$ cat config.mk
export PLATFORM = sky130hd
export DESIGN_NAME = cascade_mod_counter
export DESIGN_NICKNAME = d
export VERILOG_FILES = /design/src/rtl/cascade_mod_counter.sv
export SDC_FILE = /design/constraint.sdc
export NUM_CORES = 1
export LEC_CHECK = 0
export CAP_MARGIN = 20
export CORE_MARGIN = 2
export CORE_UTILIZATION = 43
export DETAILED_ROUTE_END_ITERATION = 8
export PLACE_DENSITY_LB_ADDON = 0.12
export SETUP_SLACK_MARGIN = 0.5
export SYNTH_ARGS = -nofsm -noshare
export SYNTH_HDL_FRONTEND = slang
export SYNTH_SLANG_ARGS = --single-unit
$ cat constraint.sdc
create_clock -name clk -period 1.85 [get_ports clk]
set_input_delay 0.37 -clock clk [delete_from_list [all_inputs] [get_ports clk]]
set_output_delay 0.37 -clock clk [all_outputs]
set_load 0.005 [all_outputs]
$ cat src/rtl/cascade_mod_counter.sv
// Cascaded multi-digit modulo counter. Each digit has its own modulus and
// steps when every less-significant digit wraps in the same cycle. Supports
// up/down counting, synchronous clear, range-checked parallel load, a sticky
// whole-counter overflow flag and a one-cycle load error pulse.
module cascade_mod_counter #(
  parameter int                          NUM_DIGITS = 4,
  parameter int                          DIGIT_W    = 4,
  parameter logic [8*NUM_DIGITS-1:0]     MOD_VALUES = {8'd6, 8'd10, 8'd6, 8'd10}
) (
  input  logic                            clk,
  input  logic                            reset,
  input  logic                            clear,
  input  logic                            enable,
  input  logic                            down,
  input  logic                            load,
  input  logic [NUM_DIGITS*DIGIT_W-1:0]   load_value,
  output logic [NUM_DIGITS*DIGIT_W-1:0]   count,
  output logic [NUM_DIGITS-1:0]           carry,
  output logic                            terminal,
  output logic                            overflow,
  output logic                            load_error
);

  // Range checks are done at the wider of the digit width and the 8-bit
  // modulus field, so neither operand is truncated.
  localparam int CW = (DIGIT_W > 8) ? DIGIT_W : 8;

  logic [NUM_DIGITS*DIGIT_W-1:0] count_q;
  logic [NUM_DIGITS*DIGIT_W-1:0] step_count;
  logic [NUM_DIGITS*DIGIT_W-1:0] load_count;
  logic [NUM_DIGITS-1:0]         carry_c;
  logic                          any_sat;
  logic                          overflow_q;
  logic                          load_error_q;

  // Largest legal value of digit i, in digit width.
  function automatic logic [DIGIT_W-1:0] digit_max(input int i);
    logic [7:0] m;
    m = MOD_VALUES[8*i +: 8] - 8'd1;
    return DIGIT_W'(m);
  endfunction

  // Ripple the step request through the digits and compute both the stepped
  // and the saturated-load next values.
  // NOTE: every variable written here gets a default first, so no path can
  // leave one unassigned and infer a latch.
  always_comb begin
    logic              step;
    logic [DIGIT_W-1:0] digit;
    logic [DIGIT_W-1:0] dmax;
    logic [DIGIT_W-1:0] lv;
    logic              at_edge;
    step       = enable & ~clear & ~load;
    step_count = count_q;
    load_count = '0;
    carry_c    = '0;
    any_sat    = 1'b0;
    digit      = '0;
    dmax       = '0;
    lv         = '0;
    at_edge    = 1'b0;
    for (int i = 0; i < NUM_DIGITS; i++) begin
      digit   = count_q[DIGIT_W*i +: DIGIT_W];
      dmax    = digit_max(i);
      at_edge = down ? (digit == '0) : (digit == dmax);
      carry_c[i] = step & at_edge;
      if (step) begin
        if (at_edge) step_count[DIGIT_W*i +: DIGIT_W] = down ? dmax : '0;
        else         step_count[DIGIT_W*i +: DIGIT_W] = down ? digit - DIGIT_W'(1)
                                                             : digit + DIGIT_W'(1);
      end
      // Only a digit that wrapped passes the step on to the next one.
      step = carry_c[i];

      lv = load_value[DIGIT_W*i +: DIGIT_W];
      if (CW'(lv) < CW'(MOD_VALUES[8*i +: 8])) begin
        load_count[DIGIT_W*i +: DIGIT_W] = lv;
      end else begin
        load_count[DIGIT_W*i +: DIGIT_W] = dmax;
        any_sat = 1'b1;
      end
    end
  end

  // State register: clear beats load beats step.
  // NOTE: state is updated with non-blocking assignments so every register
  // samples the pre-edge values, independent of statement order.
  always_ff @(posedge clk or posedge reset) begin
    if (reset) begin
      count_q      <= '0;
      overflow_q   <= 1'b0;
      load_error_q <= 1'b0;
    end else if (clear) begin
      count_q      <= '0;
      overflow_q   <= 1'b0;
      load_error_q <= 1'b0;
    end else if (load) begin
      count_q      <= load_count;
      overflow_q   <= 1'b0;
      load_error_q <= any_sat;
    end else begin
      count_q      <= step_count;
      load_error_q <= 1'b0;
      if (carry_c[NUM_DIGITS-1]) overflow_q <= 1'b1;
    end
  end

  assign count      = count_q;
  assign carry      = carry_c;
  assign terminal   = carry_c[NUM_DIGITS-1];
  assign overflow   = overflow_q;
  assign load_error = load_error_q;

endmodule

==> run metrics <==
result of the run=complete, but fails checks; violated checks=setup timing; I/O pins=45; clock network latency to the later pin of the worst-skew pair=0.32 ns; total buffers and inverters traversed by the critical path=3; routed length on met2=around 4200 um; number of violations reported at the end of detailed-routing iteration 0=about 190; Max-Cap Viols=0; DRT Pass-1 Iters=5; die outline width=around 63 um; Post-Route Hold Slack=about 0.40 ns; worst-case headroom to the max-slew limit=64.6%; initial antenna violation count=0; half-perimeter wire length after placement=3630 um; Die H=62.9 um; WP data required=between 1 and 1.5 ns; TritonCTS clock tree=done; sort of element at the start of the critical path=flip-flop; final clock period utilization by the worst path=139%; clock edge transition at the registers on the reported setup and hold paths=0.13 ns; minimum period implied by the final worst setup slack=between 2 and 3 ns; fraction of final layout cells sized beyond drive strength 1=57.6%; Syn. warnings=0; detailed-route wire length per cell=around 26 um; kind of cell adding the most delay to the critical path=simple AND/OR/NAND/NOR gates; number of sinks driven by the clock tree=18; number of I/O port buffers=between 40 and 50; biggest fanout along the worst timing path=2; biggest area consumer among synthesized cells=sky130_fd_sc_hd__dfrtp_1; EDFF count, synth=0; actual slew at the worst max-slew pin=around 0.52 ns; via count=approximately 2300; largest voltage drop on the vdd net=~0.6 mV; sequential fraction of the synthesis area=between 30% and 40%; Sw Pwr=~0.00067 W; ant diodes=0; core area=approximately 3300 um2; final sum of negative setup slack=-6.92 ns; final-report max-slew violation count=0; data arrival at the endpoint of the critical path=2.20 ns; area share of the largest cell type after synthesis=between 30 and 40%; site row count=21; total routed wire length on the met1 layer=approximately 3100 um; Crit Path Class=reg -> out; Critical Path End Type=output port; most frequent cell after synthesis=sky130_fd_sc_hd__a21oi_1; number of buffers between clock root and the deepest sink=2; leading post-synthesis cells by instance count=23 x sky130_fd_sc_hd__a21oi_1, 18 x sky130_fd_sc_hd__dfrtp_1, 17 x sky130_fd_sc_hd__nor2_1; Synthesized Nets=just over 200; number of nets still failing antenna checks after routing=0; switching portion of total power=between 30% and 40%; Max Clock Freq=around 400 MHz; All-Layer GR Usage=between 30 and 40%; floorplan die area=~4000 um2; Gate Count Post-Synth=around 170; nets@finish=about 340; cell with the largest stage delay on the worst path=sky130_fd_sc_hd__or3b_4; worst setup slack after layout=-0.716 ns; Initial Utilization=approximately 45%; unrepaired setup endpoints after global routing=true; Synth area leaders=sky130_fd_sc_hd__dfrtp_1 30%, sky130_fd_sc_hd__a21oi_1 7.7%, sky130_fd_sc_hd__ha_1 6.7%, sky130_fd_sc_hd__fa_1 5.4%, sky130_fd_sc_hd__xnor2_1 4.7%; CTS Buf Count=3; filler instances=56; final hold violation count=0; power per cell area=534 nW/um2; share of synthesized registers carrying an async set or reset=100%; post-synth cell types=43; sequential cell fraction of total power=a little over a quarter; routability congestion estimate from global placement=between 0.8 and 0.9; Max Used Layer=met4; logic gate share of total power=between 50% and 60%; class of the tightest hold or removal check=in -> async; setup skew after layout=0.00870 ns; share of total power in the clock network=15.9%; depth of the CTS H-tree=1; CP most frequent cell=sky130_fd_sc_hd__buf_6; setup-violating endpoint count in the final report=17; static leakage=between 1 and 1.5 nW; total wire length=9100 um; DRC viols=0; internal power=between 0.001 and 0.0015 W; maximum single-stage delay on the critical path=~0.44 ns; library cell used as clock root buffer=sky130_fd_sc_hd__clkbuf_4; remaining global-route overflow=0; Synth-to-Final Area Change=116%; met3 routed wirelength=~950 um; pin count of the biggest net entering global routing=19; Post-Synthesis Mean Instance Area=roughly 8.9 um2; worst slack, placed=-0.934 ns; worst-path cell chain=or3b_4 -> a21o_4 -> nor4_4 -> buf_4 -> and2_4 -> buf_6 -> buf_6; mapped cell area=1490 um2; global-route wire length before repair=10100 um; total of flip-flops plus latches after synthesis=18; most common flop cell mapped by yosys=sky130_fd_sc_hd__dfrtp_1; vias in the first global route=approximately 2100; average via count per standard cell=approximately 6.6
[kinds of logic (layout without fill, tap and decap cells)]
family / count (synthesis) / after routing / share of synthesized area (%)
AOI/OAI and AO/OA: 62 / 62 / 27.8
and+or+nand+nor: 51 / 51 / 18.6
DFF: 18 / 18 / 30.2
adders and majority gates: 12 / 12 / 12.1
buffers and inverters: 12 / 146 / 3.52
xor gates and xnor gates: 10 / 10 / 5.86
muxes: 3 / 3 / 2.01
[power by group through the flow]
stage               sequential [W]  combinational, W  clock (W)
floorplan                 0.000477          0.000268          0
global placement          0.000450          0.000567          0
detailed placement        0.000451          0.000585          0
CTS                       0.000448          0.000748   0.000263
global route              0.000456           0.00103   0.000288
finish                    0.000456          0.000992   0.000273
[worst min-delay path, stage by stage]
cell and delay [ns]:
sky130_fd_sc_hd__clkdlybuf4s50_1 0.42, sky130_fd_sc_hd__inv_1 0.06, sky130_fd_sc_hd__buf_4 0.27
[per-stage QoR]
step / area, um2 / power (W) / instances / util (%)
floorplan: 1540 / 0.000746 / 168 / -
global placement: 2340 / 0.00102 / 297 / 70.3
detailed placement: 2340 / 0.00104 / 297 / 70.3
CTS: 2870 / 0.00146 / 330 / 85.9
global route: 3230 / 0.00178 / 348 / 96.7
finish: 3230 / 0.00172 / 348 / 96.7
[state kept, by name, indices dropped and copies added, names as in the netlist]
signal      flops
load_error      1
overflow        1
count          16
[placed cells by master (no fill, tap or decap), types with 6 or more instances in the layout]
cell type	instances
sky130_fd_sc_hd__a21oi_2	10
sky130_fd_sc_hd__buf_4	43
sky130_fd_sc_hd__a21o_1	6
sky130_fd_sc_hd__clkdlybuf4s50_1	18
sky130_fd_sc_hd__nand2_1	8
sky130_fd_sc_hd__inv_1	6
sky130_fd_sc_hd__xnor2_1	6
sky130_fd_sc_hd__buf_6	63
sky130_fd_sc_hd__a21oi_1	10
sky130_fd_sc_hd__dfrtp_1	16
sky130_fd_sc_hd__nor2_1	13
[routing by layer]
layer | vias to the layer above | GRT usage (%)
li1 | 900 | -
met1 | 1059 | 36.6
met2 | 239 | 57.6
met3 | 96 | 7.21
met4 | 0 | 16.4
met5 | - | 0
[final timing paths]
check | slack [ns] | from | to | cells past startpoint
worst max-delay path | -0.72 | count[3]$_DFFE_PP0P_ | carry[3] | 7
worst min-delay path | 0.40 | reset | overflow$_DFFE_PP0P_ | 3
worst max register to register | -0.51 | count[3]$_DFFE_PP0P_ | count[14]$_DFFE_PP0P_ | 10
worst min register to register | 0.71 | overflow$_DFFE_PP0P_ | overflow$_DFFE_PP0P_ | 3
max in group asynchronous | 1.21 | reset | count[1]$_DFFE_PP0P_ | 3
min in group clk | 0.60 | load | count[6]$_DFFE_PP0P_ | 4
[final cells by class]
| class | count | area [um2] | share of cell area (%) |
|---|---|---|---|
| Sequential cell | 18 | 453 | 14.0 |
| Timing Repair Buffer | 136 | 1330 | 41.3 |
| Clock buffer | 4 | 36.3 | 1.12 |
| Multi-Input combinational cell | 138 | 1320 | 41.0 |
| Tap cell | 46 | 57.6 | 1.78 |
| Inverter | 6 | 22.5 | 0.698 |
[what timing repair did]
item                                    in CTS  in global routing
hold buffers                                 0                  0
pin swaps                                   23                 20
gates resized for setup                    169                 47
endpoints found under the setup margin      41                 41
buffers inserted                            29                 18
(Power assumes the default switching activity.)
